[config.mk]
export PLATFORM = sky130hd
export DESIGN_NAME = scoreboard_bcd
export DESIGN_NICKNAME = d
export VERILOG_FILES = /design/src/rtl/scoreboard_bcd.sv
export SDC_FILE = /design/constraint.sdc
export NUM_CORES = 1
export LEC_CHECK = 0
export CAP_MARGIN = 30
export CORE_ASPECT_RATIO = 1.1
export CORE_MARGIN = 5
export CORE_UTILIZATION = 35
export DETAILED_ROUTE_END_ITERATION = 8
export DONT_BUFFER_PORTS = 1
export GPL_TIMING_DRIVEN = 0
export RECOVER_POWER = 25
export SKIP_CTS_REPAIR_TIMING = 1
export SLEW_MARGIN = 20
export SYNTH_ARGS = -nofsm -noshare
export SYNTH_HDL_FRONTEND = slang
export SYNTH_SLANG_ARGS = --single-unit
[constraint.sdc]
create_clock -name clk -period 4.5 [get_ports clk]
set_clock_uncertainty 0.1 [all_clocks]
set_input_delay 0.225 -clock clk [delete_from_list [all_inputs] [get_ports clk]]
set_output_delay 0.225 -clock clk [all_outputs]
set_load 0.01 [all_outputs]
[src/rtl/scoreboard_bcd.sv]
// Two-player BCD score keeper and digit-render sequencer.
// Feeds digit/yofs to a 5x5 glyph ROM, takes back the row and registers one score pixel.
// Build option: define SCORE_FRAME_LATCH_EN to show scores latched once per frame.
module scoreboard_bcd #(
    parameter logic [8:0] X0 = 9'd32,
    parameter logic [8:0] X1 = 9'd192,
    parameter logic [8:0] Y0 = 9'd8
) (
    input  logic       clk,
    input  logic       reset,
    input  logic [8:0] hpos,
    input  logic [8:0] vpos,
    input  logic       display_on,
    input  logic       inc0,
    input  logic       inc1,
    input  logic       clear_scores,
    input  logic [4:0] digit_bits,
    output logic [3:0] digit,
    output logic [2:0] yofs,
    output logic       score_pixel,
    output logic [7:0] score0,
    output logic [7:0] score1,
    output logic       ovf0,
    output logic       ovf1
);

    function automatic logic [7:0] bcd_inc(input logic [7:0] s);
        logic [7:0] r;
        if (s[3:0] != 4'd9) begin
            r = {s[7:4], s[3:0] + 4'd1};
        end else if (s[7:4] != 4'd9) begin
            r = {s[7:4] + 4'd1, 4'd0};
        end else begin
            r = 8'h00;
        end
        return r;
    endfunction

    logic [7:0] score0_q, score1_q;
    logic       ovf0_q, ovf1_q;
    logic [7:0] src0, src1;

    logic [3:0] digit_q, digit_d;
    logic [2:0] yofs_q, yofs_d;
    logic [2:0] xofs_q, xofs_d;
    logic       in_glyph_q, in_glyph_d;
    logic       score_pixel_q;

    // Score counters; clear beats increment, ovf pulses only on the 99 -> 00 wrap.
    always_ff @(posedge clk or posedge reset) begin
        if (reset) begin
            score0_q <= 8'h00;
            score1_q <= 8'h00;
            ovf0_q   <= 1'b0;
            ovf1_q   <= 1'b0;
        end else if (clear_scores) begin
            score0_q <= 8'h00;
            score1_q <= 8'h00;
            ovf0_q   <= 1'b0;
            ovf1_q   <= 1'b0;
        end else begin
            ovf0_q <= inc0 && (score0_q == 8'h99);
            ovf1_q <= inc1 && (score1_q == 8'h99);
            if (inc0) score0_q <= bcd_inc(score0_q);
            if (inc1) score1_q <= bcd_inc(score1_q);
        end
    end

`ifdef SCORE_FRAME_LATCH_EN
    logic [7:0] disp0_q, disp1_q;

    // Frame shadows: snapshot the live scores at the top-left beam position.
    always_ff @(posedge clk or posedge reset) begin
        if (reset) begin
            disp0_q <= 8'h00;
            disp1_q <= 8'h00;
        end else if (hpos == 9'd0 && vpos == 9'd0) begin
            disp0_q <= score0_q;
            disp1_q <= score1_q;
        end
    end

    assign src0 = disp0_q;
    assign src1 = disp1_q;
`else
    assign src0 = score0_q;
    assign src1 = score1_q;
`endif

    // Field geometry. Only the low bits of the offsets matter once in-field is known.
    logic [4:0] rel0, rel1;
    logic [3:0] vrel;
    logic [2:0] row, xofs0, xofs1;
    logic       in_rows, in_f0, in_f1;

    assign rel0    = hpos[4:0] - X0[4:0];
    assign rel1    = hpos[4:0] - X1[4:0];
    assign vrel    = vpos[3:0] - Y0[3:0];
    assign row     = 3'(vrel >> 1);
    assign xofs0   = 3'(rel0 >> 1);
    assign xofs1   = 3'(rel1 >> 1);
    assign in_rows = (vpos >= Y0) && ({1'b0, vpos} < ({1'b0, Y0} + 10'd10));
    assign in_f0   = display_on && in_rows && (hpos >= X0)
                     && ({1'b0, hpos} < ({1'b0, X0} + 10'd32));
    assign in_f1   = display_on && in_rows && (hpos >= X1)
                     && ({1'b0, hpos} < ({1'b0, X1} + 10'd32));

    // Stage-1 next state: pick the digit under the beam; field 0 wins on overlap.
    always_comb begin
        digit_d    = 4'd15;
        yofs_d     = 3'd0;
        xofs_d     = 3'd0;
        in_glyph_d = 1'b0;
        if (in_f0) begin
            digit_d    = rel0[4] ? src0[3:0] : src0[7:4];
            yofs_d     = row;
            xofs_d     = xofs0;
            in_glyph_d = (xofs0 <= 3'd4);
        end else if (in_f1) begin
            digit_d    = rel1[4] ? src1[3:0] : src1[7:4];
            yofs_d     = row;
            xofs_d     = xofs1;
            in_glyph_d = (xofs1 <= 3'd4);
        end
    end

    // Stage 1: ROM address and column bookkeeping.
    always_ff @(posedge clk or posedge reset) begin
        if (reset) begin
            digit_q    <= 4'd15;
            yofs_q     <= 3'd0;
            xofs_q     <= 3'd0;
            in_glyph_q <= 1'b0;
        end else begin
            digit_q    <= digit_d;
            yofs_q     <= yofs_d;
            xofs_q     <= xofs_d;
            in_glyph_q <= in_glyph_d;
        end
    end

    // Column 0 of the glyph is the MSB of the ROM row; shifting lines it up at bit 4.
    logic [4:0] bits_sh;
    assign bits_sh = digit_bits << xofs_q;

    // Stage 2: registered pixel from the ROM row returned during stage 1.
    always_ff @(posedge clk or posedge reset) begin
        if (reset) begin
            score_pixel_q <= 1'b0;
        end else begin
            score_pixel_q <= in_glyph_q && bits_sh[4];
        end
    end

    assign digit       = digit_q;
    assign yofs        = yofs_q;
    assign score_pixel = score_pixel_q;
    assign score0      = score0_q;
    assign score1      = score1_q;
    assign ovf0        = ovf0_q;
    assign ovf1        = ovf1_q;

endmodule
==> results of run 1 <==
-- kinds of logic (layout without fill, tap and decap cells) --
family	after synthesis	in the layout	synth area share [%]
AO/OA/AOI/OAI	33	33	12.6
XOR/XNOR	1	1	0.534
adder cells (fa/ha/maj)	8	8	6.10
buffers and inverters	11	27	2.52
flip-flops	30	30	46.0
multiplexers	10	10	6.71
AND/OR/NAND/NOR	67	67	25.5
-- synth_stat cells (3+ instances only) --
cell	count	area (um2)
clkbuf_1	3	11.3
a21oi_1	10	50.1
dfstp_2	4	105
nand2b_1	6	37.5
dfrtp_1	26	651
o21ai_0	7	35.0
nor3_1	4	20.0
inv_1	8	30.0
o31ai_1	4	30.0
ha_1	8	100
o22ai_1	4	25.0
nand3b_1	10	75.1
and4b_1	3	30.0
nand2_1	16	60.1
nor3b_1	5	37.5
nor2_1	3	11.3
or3_1	3	18.8
mux2_2	8	90.1
nand3_1	5	25.0
-- registers in the layout (all words and copies together) (netlist names) --
signal and count:
score0 8, score1 8, digit 4, xofs_q 3, yofs 3, in_glyph_q 1, ovf0 1, ovf1 1
score_pixel 1
-- report_power, final --
group           total, W  switching (W)  internal [W]
registers       0.000287      0.0000123      0.000275
clock network   0.000248      0.0000939      0.000154
logic          0.0000423      0.0000215     0.0000208
total           0.000577       0.000128      0.000450
-- worst max path at each step --
stage / startpoint / to / slack, ns
2_1_floorplan: score1[1]$_DFFE_PP0P_ / score1[6]$_DFFE_PP0P_ / 2.81
3_3_place_gp: score1[0]$_DFFE_PP0P_ / score1[6]$_DFFE_PP0P_ / 2.65
3_5_place_dp: score1[0]$_DFFE_PP0P_ / score1[6]$_DFFE_PP0P_ / 2.61
4_1_cts: score1[0]$_DFFE_PP0P_ / score1[6]$_DFFE_PP0P_ / 2.59
5_1_grt: score1[0]$_DFFE_PP0P_ / score1[6]$_DFFE_PP0P_ / 2.42
6_report: score1[1]$_DFFE_PP0P_ / score1[6]$_DFFE_PP0P_ / 2.59
-- placed cells by master (no fill, tap or decap), drive strengths merged, types with 2 or more instances in the layout --
cell type / netlist / layout
nand2b: 6 / 6
nand3b: 10 / 10
ha: 8 / 8
dfstp: 4 / 4
mux2: 8 / 8
mux2i: 2 / 2
clkbuf: 3 / 11
inv: 8 / 8
dlygate4sd3: 0 / 8
o21ai: 7 / 7
a21boi: 2 / 2
nand4b: 2 / 2
a21oi: 10 / 10
a31oi: 2 / 2
o22ai: 4 / 4
nor3: 4 / 4
nor2: 3 / 3
or3b: 3 / 3
and4b: 3 / 3
nand2: 16 / 16
nor2b: 2 / 2
or4b: 2 / 2
dfrtp: 26 / 26
or3: 3 / 3
nor3b: 5 / 5
o31ai: 4 / 4
nand3: 5 / 5
-- final cells by class --
cell class / count / area (um2)
repair buffers: 8 / 80.1
well taps: 56 / 70.1
flip-flops and latches: 30 / 756
fillers: 453 / 2690
plain buffers: 3 / 11.3
multi-input cells: 119 / 845
inverters: 8 / 30.0
clock buffers: 8 / 110
-- through the flow --
step | util (%) | power, W | std cells | area (um2)
finish | 41.5 | 0.000577 | 232 | 1900
global route | 41.5 | 0.000605 | 232 | 1900
CTS | 39.7 | 0.000580 | 224 | 1820
detailed placement | 37.3 | 0.000329 | 216 | 1710
global placement | 37.3 | 0.000327 | 216 | 1710
floorplan | - | 0.000319 | 160 | 1640
-- per-layer routing --
metal	GRT usage, %	vias up	share of wire (%)
li1	-	617	-
met1	14.9	624	39
met2	21.2	62	45
met3	6.12	7	14
met4	5.07	0	1.5
met5	0	-	0
==> results.sh, run 1 <==
export IMPL_status="completed"
export IMPL_worst_pin_slew_ns=1.14
export IMPL_clock_latency_ns=0.27
export IMPL_rsz0062_at_grt="false"
export IMPL_grt_overflow_total=0
export IMPL_finalNetCount=212
export IMPL_cp_required_ns=4.59
export IMPL_fmax_mhz=524
export IMPL_cp_start_kind="flop"
export IMPL_synth_nets=197
export IMPL_start_util_pct=35.8
export IMPL_grt_pass1_wl_um=6190
export IMPL_port_buffers=0
export IMPL_fp_row_count=26
export IMPL_slew_violations=0
export IMPL_synthesis_area_mm2=0.00164
export IMPL_grt_pass1_vias=1374
export IMPL_min_path_cells=1
export IMPL_arrival_ns=2.00
export IMPL_reg2regPathDepth=5
export IMPL_via_per_inst=5.65
export IMPL_worstHoldEndpoint="yofs[0]$_DFF_PP0_"
export IMPL_avgSynthCellArea_um2=10.3
export IMPL_dp_slack_ns=2.61
export IMPL_synthFlopType="dfrtp_1"
export IMPL_clk_pin_slew_ns=0.06
export IMPL_track_usage_pct=13.1
export IMPL_p_leak_nw=0.756
export IMPL_cts_htree_levels=2
export IMPL_syn_inst=160
export IMPL_power_density_mw_per_mm2=304
export IMPL_antenna_found_initial=0
export IMPL_timing_critical_path_buf_inv=1
export IMPL_path_max_fanout=8
export IMPL_cts_tree="done"
export IMPL_hold_slack_ns=0.00945
export IMPL_synth_edf_count=0
export IMPL_period_share_pct=42.4
export IMPL_post_drt_wl_per_cell_um=16.2
export IMPL_design_die_area_mm2=0.00616
export IMPL_slew_headroom_pct=24.2
export IMPL_synth_seq_cells=30
export IMPL_dp_final_hpwl_um=2870
export IMPL_clock_sinks=30
export IMPL_yosysUniqueCellTypes=35
export IMPL_die_h_um=81.8
export IMPL_slowest_delay_ns=0.54
export IMPL_die_w_um=75.3
export IMPL_hp_class="input pin to flop"
export IMPL_rrSetupSlack_ns=2.59
export IMPL_rr_endpoint="score1[6]$_DFFE_PP0P_"
export IMPL_drtIter0Drc=31
export IMPL_num_antenna_cells=0
export IMPL_fin_tns_setup_ns=0
export IMPL_syn2layout_area_growth_pct=15.9
export IMPL_async_flop_share_pct=100
export IMPL_ios=55
export IMPL_cts_max_path_buffers=2
export IMPL_setup_ws_ns=2.59
export IMPL_post_route_min_period_ns=1.91
export IMPL_detail_route_wirelength_um=3770
export IMPL_place_congestion=0.728
export IMPL_drc_errors=0
export IMPL_yosysSeqAreaShare_pct=46.0
export IMPL_critical_path_top_delay_family="simple AND/OR/NAND/NOR gates"
export IMPL_ir_worst_vdd_mv=0.148
export IMPL_end_kind="flop"
export IMPL_core_mm2=0.00459
export IMPL_critPathKind="flop to flop"
export IMPL_hold_start="vpos[1]"
export IMPL_reg2reg_from="score1[1]$_DFFE_PP0P_"
export IMPL_dr_pass1_iters=6
export IMPL_ys_warn_count=0
export IMPL_layout_drive_gt1_share_pct=13.1
export IMPL_vias=1310
export IMPL_finalSetupViolations=0
export IMPL_path_cells="inv_1, ha_1, nand4b_1, or4b_1, a21oi_1"
export IMPL_cts_made_buffers=5
export IMPL_maxCapViolations=0
export IMPL_grt_max_degree=31
export IMPL_slowest_stage="or4b_1"
export IMPL_hold_viol_final=0
export IMPL_cts_root_buf="clkbuf_8"
export IMPL_ant_nets=0
export IMPL_crit_cells=5
Power figures use the tool's default switching activity.
==> run 2: changes to the inputs <==
Clock period 4.5 ns to 1.65 ns, I/O delays scaled along.
==> run 2 against run 1 <==
Against the previous run: the flow now finishes with violations (negative hold slack, negative setup slack); maximum frequency increased by 15%; first-iteration DRC count increased by 58%; total power increased to 2.7 times the previous value; design area increased by 6.1%; worst setup slack got worse by 2.6 ns; hold slack got worse by 0.13 ns; routed wire length increased by 9.1%; count of clock-buffer cells in the layout decreased by 1; combinational power increased to 3.4 times the previous value; die area unchanged; sequential share of layout area decreased by 2.0 points; critical path type unchanged.
==> results.sh, run 2 (synthesized netlist as in run 1, its figures left out) <==
export IMPL_hp_class="input pin to flop"
export IMPL_place_area_mm2=0.00173
export IMPL_critical_path_top_delay_family="simple AND/OR/NAND/NOR gates"
export IMPL_cts_root_buf="clkbuf_8"
export IMPL_num_antenna_cells=0
export IMPL_critPathKind="flop to flop"
export IMPL_clock_latency_ns=0.29
export IMPL_detail_route_wirelength_um=4110
export IMPL_drtIter0Drc=49
export IMPL_ir_worst_vdd_mv=0.287
export IMPL_layout_drive_gt1_share_pct=18.7
export IMPL_arrival_ns=1.78
export IMPL_port_buffers=0
export IMPL_vias=1356
export IMPL_dr_pass1_iters=4
export IMPL_hold_viol_final=6
export IMPL_ant_nets=0
export IMPL_antenna_found_initial=0
export IMPL_design_die_area_mm2=0.00616
export IMPL_grt_pass1_vias=1348
export IMPL_maxCapViolations=0
export IMPL_path_cells="inv_2, ha_4, nand4b_1, or4b_1, a21oi_1"
export IMPL_worst_pin_slew_ns=1.14
export IMPL_fin_area_mm2=0.00202
export IMPL_drc_errors=0
export IMPL_track_usage_pct=13.7
export IMPL_core_mm2=0.00459
export IMPL_cts_made_buffers=5
export IMPL_multiInputGateArea_um2=876
export IMPL_fmax_mhz=601
export IMPL_report_power_total_w=0.00154
export IMPL_status="finished with violations"
export IMPL_die_h_um=81.8
export IMPL_cts_max_path_buffers=2
export IMPL_place_congestion=0.775
export IMPL_final_cell_mix="dfrtp_1, nand2_1, dlygate4sd3_1"
export IMPL_slew_violations=0
export IMPL_cp_required_ns=1.76
export IMPL_reg2reg_from="score1[1]$_DFFE_PP0P_"
export IMPL_finalNetCount=223
export IMPL_grt_max_degree=31
export IMPL_cts_htree_levels=2
export IMPL_slowest_stage="or4b_1"
export IMPL_rsz0062_at_grt="true"
export IMPL_setup_ws_ns=-0.0139
export IMPL_fillerInstances=439
export IMPL_cts_tree="done"
export IMPL_fp_row_count=26
export IMPL_post_drt_wl_per_cell_um=16.9
export IMPL_mostFrequentLayoutCell="dfrtp_1"
export IMPL_post_route_min_period_ns=1.66
export IMPL_timing_critical_path_buf_inv=1
export IMPL_dp_slack_ns=-0.158
export IMPL_dp_final_hpwl_um=2970
export IMPL_period_share_pct=101
export IMPL_path_max_fanout=7
export IMPL_power_density_mw_per_mm2=765
export IMPL_via_per_inst=5.58
export IMPL_start_util_pct=35.8
export IMPL_slew_headroom_pct=24.1
export IMPL_grt_pass1_wl_um=6370
export IMPL_seq_area_um2=761
export IMPL_hold_slack_ns=-0.116
export IMPL_cp_start_kind="flop"
export IMPL_syn2layout_area_growth_pct=22.9
export IMPL_hold_start="clear_scores"
export IMPL_p_leak_nw=0.791
export IMPL_startpoint="score1[1]$_DFFE_PP0P_"
export IMPL_ios=55
export IMPL_clock_sinks=30
export IMPL_die_w_um=75.3
export IMPL_finalSetupViolations=2
export IMPL_violations="negative hold slack, negative setup slack"
export IMPL_clk_pin_slew_ns=0.07
export IMPL_grt_overflow_total=0
export IMPL_end_kind="flop"
export IMPL_slowest_delay_ns=0.51
run 2: cell types whose count changed in the layout (fill, tap and decap cells not counted), moves of 2 or more:
cell / change
ha_4: +2
clkbuf_8: -2
ha_1: -2
dfrtp_1: -4
dfrtp_2: +4
dlygate4sd3_1: +6
buf_4: +5
run 2: worst paths after layout:
check	end	depth (start not counted)	slack [ns]
setup / recovery	score1[6]$_DFFE_PP0P_	5	-0.01
hold / removal	score0[5]$_DFFE_PP0P_	2	-0.12
setup reg to reg	score1[6]$_DFFE_PP0P_	5	-0.01
hold reg to reg	score_pixel$_DFF_PP0_	2	0.43
max in group asynchronous	score1[0]$_DFFE_PP0P_	2	0.26
min in group asynchronous	score1[3]$_DFFE_PP0P_	2	0.44
run 2: cell type report:
cell class	instances	share of cell area [%]
Tap cell	56	3.47
Timing Repair Buffer	19	8.81
Multi-Input combinational cell	119	43.4
Clock buffer	7	4.28
Sequential cell	30	37.7
Inverter	8	1.49
Buffer	3	0.558
Clock inverter	1	0.248
run 2: through the flow:
stage	TNS (ns)	util [%]	instances
after floorplan	-0.0121	-	160
after global placement	-0.194	37.6	216
after detailed placement	-0.314	37.6	216
after CTS	-0.384	39.6	224
after global routing	-0.622	44.0	243
final	-0.0256	44.0	243
run 2: power breakdown:
group | leakage, nW | internal (W) | switching [W]
clock | 0.0482 | 0.000336 | 0.000279
combinational | 0.347 | 0.0000740 | 0.0000678
sequential | 0.396 | 0.000750 | 0.0000359
total | 0.791 | 0.00116 | 0.000383
run 2: layer usage:
metal / vias to the layer above / wire, um / global-route usage [%]
met5: - / 0 / 0
met4: 0 / 48 / 5.77
met3: 6 / 393 / 5.51
met2: 41 / 2130 / 23.3
met1: 667 / 1540 / 14.8
li1: 642 / - / -
